## src/rtl/queue_flex_if.sv

```systemverilog
// Queue handshake bundle: the producer/consumer side drives master, the queue sits on slave.
interface queue_flex_if #(
   parameter int unsigned WIDTH = 16,
   parameter int unsigned DEPTH = 8
);
   localparam int unsigned CW = $clog2(DEPTH + 1);

   logic             clr;
   logic             wr;
   logic [WIDTH-1:0] wr_data;
   logic             rd;
   logic [WIDTH-1:0] rd_data;
   logic             full;
   logic             empty;
   logic             almost_full;
   logic             almost_empty;
   logic [CW-1:0]    count;
   logic             overflow;
   logic             underflow;

   modport master (
      output clr, wr, wr_data, rd,
      input  rd_data, full, empty, almost_full, almost_empty, count, overflow, underflow
   );

   modport slave (
      input  clr, wr, wr_data, rd,
      output rd_data, full, empty, almost_full, almost_empty, count, overflow, underflow
   );
endinterface

```

## src/rtl/queue_flex.sv

```systemverilog
// Register-based first-word-fall-through queue with occupancy count,
// programmable almost flags and sticky overflow/underflow indicators.
module queue_flex #(
   parameter int unsigned WIDTH    = 16,
   parameter int unsigned DEPTH    = 8,
   parameter int unsigned AF_LEVEL = DEPTH - 2,
   parameter int unsigned AE_LEVEL = 1
) (
   input logic         clk,
   input logic         rst,
   queue_flex_if.slave q
);
   localparam int unsigned CW = $clog2(DEPTH + 1);
   localparam int unsigned PW = (DEPTH > 1) ? $clog2(DEPTH) : 1;

   logic [WIDTH-1:0] mem [DEPTH];
   logic [PW-1:0]    wr_ptr;
   logic [PW-1:0]    rd_ptr;
   logic [CW-1:0]    count_q;
   logic             overflow_q;
   logic             underflow_q;

   logic             empty_c;
   logic             full_c;
   logic             rd_ok_c;
   logic             wr_ok_c;
   logic [PW-1:0]    wr_ptr_nxt_c;
   logic [PW-1:0]    rd_ptr_nxt_c;

   // Occupancy flags and accept decisions; a read frees a slot for a write on a full queue.
   always_comb begin
      empty_c      = (count_q == CW'(0));
      full_c       = (count_q == CW'(DEPTH));
      rd_ok_c      = q.rd & ~empty_c;
      wr_ok_c      = q.wr & (~full_c | rd_ok_c);
      wr_ptr_nxt_c = (wr_ptr == PW'(DEPTH - 1)) ? PW'(0) : wr_ptr + PW'(1);
      rd_ptr_nxt_c = (rd_ptr == PW'(DEPTH - 1)) ? PW'(0) : rd_ptr + PW'(1);
   end

   // Pointers, count and sticky errors; clr flushes and wins over wr/rd.
   always_ff @(posedge clk or negedge rst) begin
      if (!rst) begin
         wr_ptr      <= '0;
         rd_ptr      <= '0;
         count_q     <= '0;
         overflow_q  <= 1'b0;
         underflow_q <= 1'b0;
      end else if (q.clr) begin
         wr_ptr      <= '0;
         rd_ptr      <= '0;
         count_q     <= '0;
         overflow_q  <= 1'b0;
         underflow_q <= 1'b0;
      end else begin
         if (wr_ok_c) wr_ptr <= wr_ptr_nxt_c;
         if (rd_ok_c) rd_ptr <= rd_ptr_nxt_c;
         if (wr_ok_c && !rd_ok_c)      count_q <= count_q + CW'(1);
         else if (rd_ok_c && !wr_ok_c) count_q <= count_q - CW'(1);
         if (q.wr && !wr_ok_c) overflow_q  <= 1'b1;
         if (q.rd && empty_c)  underflow_q <= 1'b1;
      end
   end

   // Storage array; contents survive reset and clr since only pointers define validity.
   always_ff @(posedge clk) begin
      if (wr_ok_c && !q.clr) mem[wr_ptr] <= q.wr_data;
   end

   // Head-of-queue presentation and status outputs.
   always_comb begin
      q.rd_data      = empty_c ? '0 : mem[rd_ptr];
      q.full         = full_c;
      q.empty        = empty_c;
      q.almost_full  = (count_q >= CW'(AF_LEVEL));
      q.almost_empty = (count_q <= CW'(AE_LEVEL));
      q.count        = count_q;
      q.overflow     = overflow_q;
      q.underflow    = underflow_q;
   end
endmodule

```

## src/flat_wrapper.sv

```systemverilog
// flat-port wrapper written by rule: the top's interface ports become plain ports
module queue_flex_flat 
#(
   parameter int unsigned WIDTH    = 16,
   parameter int unsigned DEPTH    = 8,
   parameter int unsigned AF_LEVEL = DEPTH - 2,
   parameter int unsigned AE_LEVEL = 1
)
  (clk, rst, q_clr, q_wr, q_wr_data, q_rd, q_rd_data, q_full, q_empty, q_almost_full, q_almost_empty, q_count, q_overflow, q_underflow);
  queue_flex_if #(.WIDTH(WIDTH), .DEPTH(DEPTH)) q_i ();
  input logic clk;
  input logic rst;
  input wire logic [$bits(q_i.clr)-1:0] q_clr;
  input wire logic [$bits(q_i.wr)-1:0] q_wr;
  input wire logic [$bits(q_i.wr_data)-1:0] q_wr_data;
  input wire logic [$bits(q_i.rd)-1:0] q_rd;
  output wire logic [$bits(q_i.rd_data)-1:0] q_rd_data;
  output wire logic [$bits(q_i.full)-1:0] q_full;
  output wire logic [$bits(q_i.empty)-1:0] q_empty;
  output wire logic [$bits(q_i.almost_full)-1:0] q_almost_full;
  output wire logic [$bits(q_i.almost_empty)-1:0] q_almost_empty;
  output wire logic [$bits(q_i.count)-1:0] q_count;
  output wire logic [$bits(q_i.overflow)-1:0] q_overflow;
  output wire logic [$bits(q_i.underflow)-1:0] q_underflow;
  assign q_i.clr = q_clr;
  assign q_i.wr = q_wr;
  assign q_i.wr_data = q_wr_data;
  assign q_i.rd = q_rd;
  assign q_rd_data = q_i.rd_data;
  assign q_full = q_i.full;
  assign q_empty = q_i.empty;
  assign q_almost_full = q_i.almost_full;
  assign q_almost_empty = q_i.almost_empty;
  assign q_count = q_i.count;
  assign q_overflow = q_i.overflow;
  assign q_underflow = q_i.underflow;
  queue_flex #(.WIDTH(WIDTH), .DEPTH(DEPTH), .AF_LEVEL(AF_LEVEL), .AE_LEVEL(AE_LEVEL)) u_core (.clk(clk), .rst(rst), .q(q_i));
endmodule
```

## config.mk

```make
export PLATFORM = sky130hd
export DESIGN_NAME = queue_flex_flat
export DESIGN_NICKNAME = d
export VERILOG_FILES = /design/src/rtl/queue_flex_if.sv /design/src/rtl/queue_flex.sv /design/src/flat_wrapper.sv
export SDC_FILE = /design/constraint.sdc
export NUM_CORES = 1
export LEC_CHECK = 0
export BUFFER_PORTS_ARGS = -buffer_cell sky130_fd_sc_hd__buf_2
export CORE_MARGIN = 2
export CORE_UTILIZATION = 50
export DETAILED_ROUTE_END_ITERATION = 10
export GPL_ROUTABILITY_DRIVEN = 0
export MAX_ROUTING_LAYER = met4
export PLACE_DENSITY = 0.69
export SETUP_SLACK_MARGIN = 0.4
export SLEW_MARGIN = 20
export SYNTH_ARGS = -nofsm -noshare
export SYNTH_HDL_FRONTEND = slang
export SYNTH_SLANG_ARGS = --single-unit
export TNS_END_PERCENT = 10
```

## constraint.sdc

```tcl
create_clock -name clk -period 3.5 [get_ports clk]
set_input_delay 0.525 -clock clk [delete_from_list [all_inputs] [get_ports clk]]
set_output_delay 0.525 -clock clk [all_outputs]
set_load 0.005 [all_outputs]
```

=== After elaboration in Yosys (flattened, before gate mapping) ===
Memories as Yosys holds them, arrays and structs flattened.
Cells that the tools add are included.
Widths: inputs -> output; s select.

* Register bits: 12
* Memories kept: 1
* Output and inout bits: 26
* Logic and storage cells: 50
* Bits in writable memories: 128
* Input port bits: 21

* $lt $le $gt $ge: 2
* Multiplexer cells: 16
* Reductions and logical operators: 14
* $add $sub $neg: 4
* Equal/unequal tests: 3
* Bitwise gates (word level): 5

{| class="wikitable"
|+ Memories
! memory !! depth !! bits a word !! rd ports !! clocked after Yosys merged registers in !! wr ports !! RTL line !! RTL
|-
| u_core.mem || 8 || 16 || 1 || 0 || 1 || queue_flex.sv:16 || <nowiki>logic [WIDTH-1:0] mem [DEPTH];</nowiki>
|}

{| class="wikitable"
|+ Operator list
! kind !! count
|-
| $mux 3 || 6
|-
| $mux 16 || 1
|-
| $mux 4 || 3
|-
| $reduce_bool 2->1 || 4
|-
| $add 3x1->3 const B || 2
|-
| $eq 3x3->1 const B || 2
|-
| $mux 1 || 6
|-
| $logic_and 1x1->1 || 5
|-
| $add 4x1->4 const B || 1
|-
| $eq 4x4->1 const B || 1
|-
| $ge 4x3->1 const B || 1
|-
| $le 4x1->1 const B || 1
|-
| $logic_not 4->1 || 1
|-
| $sub 4x1->4 const B || 1
|-
| $logic_not 1->1 || 3
|-
| $reduce_bool 3->1 || 1
|-
| $and 1x1->1 || 2
|-
| $not 1->1 || 2
|-
| $or 1x1->1 || 1
|}

=== Longest topological paths before layout ===
* Depth after elaboration: 10
* Depth in mapped cells: 7

=== Worst setup path before layout ===
OpenSTA, ideal clock, no wires.

* Kind: register -> register
* Start point: register u_core.count_q[0], in the netlist u_core.q.count[0]
* End point: memory u_core.mem[0][0], enable pin
* Arrival time: 2.532 ns
* Required time: 3.091 ns
* Period minus slack after synthesis: 2.941 ns
* Cell stages (with the launch flop): 7
* Library setup time: 0.409 ns
* Slack: 0.559 ns
* Path through: dfrtp_1 > inv_1 > ha_1 > nand3b_4 > o21ai_1 > or3_1 > nor3_1

* Word-level cells in the longest chain between the ends: 8
* Elaborated cells between the ends (all ways): 10
* Classes of those cells: eq/ne: 1; mux: 2; bitwise: 5; reduce/logical: 2

{| class="wikitable"
|+ Ends and longest elaborated chain
! element !! RTL line !! RTL
|-
| start: declaration || queue_flex.sv:19 || <nowiki>logic [CW-1:0] count_q;</nowiki>
|-
| start signal: assignment || queue_flex.sv:57 || <nowiki>if (wr_ok_c && !rd_ok_c) count_q <= count_q + CW'(1);</nowiki>
|-
| start signal: assignment || queue_flex.sv:58 || <nowiki>else if (rd_ok_c && !wr_ok_c) count_q <= count_q - CW'(1);</nowiki>
|-
| $logic_not 4->1 || queue_flex.sv:32 || <nowiki>empty_c = (count_q == CW'(0));</nowiki>
|-
| $not 1->1 || queue_flex.sv:34 || <nowiki>rd_ok_c = q.rd & ~empty_c;</nowiki>
|-
| $and 1x1->1 || queue_flex.sv:34 ||
|-
| $or 1x1->1 (*) || queue_flex.sv:35 || <nowiki>wr_ok_c = q.wr & (~full_c | rd_ok_c);</nowiki>
|-
| $and 1x1->1 (*) || queue_flex.sv:35 ||
|-
| $logic_and 1x1->1 (*) || queue_flex.sv:66 || <nowiki>if (wr_ok_c && !q.clr) mem[wr_ptr] <= q.wr_data;</nowiki>
|-
| $mux 1 (*) || queue_flex.sv:66 ||
|-
| $mux 1 (implied by the code) (*) || queue_flex.sv:66 ||
|-
| end: declaration || queue_flex.sv:16 ||
|}

Mark *: on every way between the ends. The rest lies on a longest branch, timed or not.

=== Worst setup path in the final report ===
* Start point: register u_core.rd_ptr[0]
* End point: output q_rd_data[4]

* Word-level cells in the longest chain between the ends: 2

{| class="wikitable"
|+ Ends and longest elaborated chain
! element !! RTL line !! RTL
|-
| start: declaration || queue_flex.sv:18 || <nowiki>logic [PW-1:0] rd_ptr;</nowiki>
|-
| start signal: assignment || queue_flex.sv:56 || <nowiki>if (rd_ok_c) rd_ptr <= rd_ptr_nxt_c;</nowiki>
|-
| $mem_v2 8x16 || - ||
|-
| $mux 16 || queue_flex.sv:71 || <nowiki>q.rd_data = empty_c ? '0 : mem[rd_ptr];</nowiki>
|-
| end: declaration || flat_wrapper.sv:17 || <nowiki>output wire logic [$bits(q_i.rd_data)-1:0] q_rd_data;</nowiki>
|}

No other way between the ends.

==> flow_summary.json <==
{
  "drv_cap": 0,
  "p_per_area_nw_per_um2": 693,
  "path_cells": "buf_4 > mux4_2 > mux2i_1 > nor2_1 > buf_2",
  "p_int_w": 0.00347,
  "power_w": 0.00470,
  "switchingPower_w": 0.00123,
  "hold_path.class": "in -> reg",
  "synth_nets": 341,
  "critPathCaptureType": "primary output",
  "cts_max_path_buffers": 2,
  "die_x_um": 111,
  "drive_above_1_share": 0.326,
  "syn_to_final_growth_pct": 17.6,
  "yosysWarnings": 0,
  "fp.dieArea_um2": 12400,
  "worstPathArrival_ns": 2.15,
  "num_vias": 2965,
  "critPathRequiredTime_ns": 2.97,
  "cp-start-kind": "flop",
  "synthCells": 311,
  "holdWs_ns": 0.386,
  "mostFrequentLayoutCell": "edfxtp_1",
  "path_class": "reg -> out",
  "syn_area_um2": 5770,
  "antenna_cells": 0,
  "finClkSkew_ns": 0.00708,
  "relSlewSlack": 0.623,
  "drt_iter0_markers": 217,
  "design_area_um2": 6780,
  "cts_made_buffers": 17,
  "postRouteAntennaNets": 0,
  "io_buffers": 46,
  "placed_area_um2": 6240,
  "num_rows": 39,
  "clk_pin_slew_ns": 0.06,
  "peakVddDrop_mv": 0.395,
  "cts_tree": "done",
  "cts.htree.levels": 4,
  "synth_cell_types": 37,
  "rsz0062_at_grt": "false",
  "finalNetCount": 406,
  "first_pass_iters": 4,
  "hold_viol": 0,
  "avgSynthCellArea_um2": 18.5,
  "die_height_um": 111,
  "grtUsageTotal": 0.192,
  "fillerInstances": 824,
  "status": "complete, no violations",
  "grt_pass1_wl_um": 17000,
  "p_seq_frac": 0.421,
  "p_leak_nw": 2.37,
  "root_buffer": "clkbuf_16",
  "final_cell_mix": "edfxtp_1, buf_2, nor2_1, mux4_2, mux2i_1",
  "cp_max_fo": 10,
  "worst_slew_pin_slew_ns": 0.559,
  "antenna_found_initial": 0,
  "synth_edf_count": 128,
  "clk_latency_ns": 0.41,
  "post-cts-setup-buffers": 0,
  "core-area_um2": 11300,
  "setup_viol": 0,
  "switching_share": 0.262,
  "dp_hpwl_um": 6190,
  "pin_count": 47,
  "reg2reg_from": "u_core.q.count[0]",
  "wl_um": 10600,
  "final_max_slew_viol_count": 0,
  "yosysSeqAreaShare": 0.719,
  "min_from": "q_wr_data[15]",
  "tns_ns": 0,
  "fmax_ghz": 0.373,
  "wl_per_cell_um": 20.1,
  "async_reset_ff_frac": 0.0857,
  "share_comb_of_total_power": 0.233,
  "synth-main-ff-cell": "edfxtp_1",
  "ys_seq_elements": 140,
  "start_util": 0.509,
  "cts-resized-gates": 0,
  "clock_sinks": 140,
  "via_per_inst": 5.60,
  "power_frac_clock": 0.346,
  "cts-hold-fix-buffers": 1,
  "route.detailed.drc": 0,
  "grt_max_degree": 35,
  "grt_overflow": 0,
  "crit_slowest_cell": "dfrtp_2",
  "slowest_delay_ns": 0.56,
  "grt_pass1_vias": 2988,
  "fin_crit_ns": 2.68,
  "crit_start": "u_core.rd_ptr[0]",
  "period_share": 0.765
}
## power groups by stage
| stage | sequential, W | combinational, W | clock, W |
|---|---|---|---|
| 2_1_floorplan | 0.00196 | 0.000758 | 0 |
| 3_3_place_gp | 0.00200 | 0.00110 | 0 |
| 3_5_place_dp | 0.00201 | 0.00111 | 0 |
| 4_1_cts | 0.00198 | 0.00112 | 0.00165 |
| 5_1_grt | 0.00199 | 0.00122 | 0.00173 |
| 6_report | 0.00198 | 0.00109 | 0.00163 |
## routing by layer
layer	vias up	wire length, µm	global-route usage
li1	1362	-	-
met1	1531	4740	0.250
met2	61	5350	0.298
met3	11	407	0.0555
met4	0	102	0.0626
met5	-	0	-
## kinds of logic (layout without fill, tap and decap cells)
family,count (synthesis),in the layout,share of synthesized area
and+or+nand+nor,68,68,0.0608
buffers and inverters,21,96,0.0163
AOI/OAI and AO/OA,18,18,0.0204
muxes,53,53,0.161
DFF,140,140,0.719
adders and majority gates,9,9,0.0195
xor gates and xnor gates,2,2,0.00304
## critical path: cells and delay by family (launching register included)
kind / cells / cell delay [ns]
buffers and inverters: 2 / 0.43
DFF: 1 / 0.56
muxes: 2 / 0.69
and+or+nand+nor: 1 / 0.06
## cells in the mapped netlist (3+ instances only)
| library cell | n | share of area |
|---|---|---|
| edfxtp_1 | 128 | 0.67 |
| mux4_2 | 32 | 0.12 |
| nor2_1 | 32 | 0.021 |
| mux2i_1 | 21 | 0.036 |
| dfrtp_1 | 12 | 0.052 |
| ha_1 | 9 | 0.020 |
| clkbuf_1 | 8 | 0.0052 |
| a21oi_1 | 7 | 0.0061 |
| buf_2 | 6 | 0.0052 |
| nand2_1 | 5 | 0.0033 |
| nand2b_1 | 4 | 0.0043 |
| nor3_1 | 4 | 0.0035 |
| or3_1 | 4 | 0.0043 |
| inv_1 | 3 | 0.0020 |
| nand3_1 | 3 | 0.0026 |
| nand4_1 | 3 | 0.0033 |
| nor2b_1 | 3 | 0.0033 |
| nor3b_1 | 3 | 0.0039 |
| o21ai_0 | 3 | 0.0026 |
## cell type report
class	instances	area (µm²)	area share
Sequential cell	140	4150	0.611
Multi-Input combinational cell	150	1540	0.227
Clock buffer	19	433	0.0638
Timing Repair Buffer	62	365	0.0539
Tap cell	143	179	0.0264
Clock inverter	10	103	0.0151
Inverter	5	18.8	0.00277
## metrics by stage
step                 util  std cells  setup WS [ns]
finish              0.599        529          0.822
global route        0.599        529          0.644
CTS                 0.599        529          0.758
detailed placement  0.551        499           1.19
global placement    0.551        499           1.22
floorplan               -        311          0.559
## sequential cells by signal, indices dropped and copies added (netlist names)
register and flops:
u_core.q.underflow 1, u_core.q.count 4, u_core.wr_ptr 3, u_core.rd_ptr 3, u_core.q.overflow 1, u_core.mem 128
## path summary, 6_finish.rpt
kind / end / cells past startpoint / slack, ns
min in group asynchronous: u_core.rd_ptr[1] / 2 / 0.53
max in group asynchronous: u_core.rd_ptr[0] / 2 / 2.73
worst min-delay path: u_core.mem[4][15] / 1 / 0.39
worst max-delay path: q_rd_data[4] / 5 / 0.82
worst min register to register: u_core.q.overflow / 2 / 0.52
worst max register to register: u_core.mem[0][15] / 7 / 1.14
No activity file was read; power rests on OpenSTA's default activity.
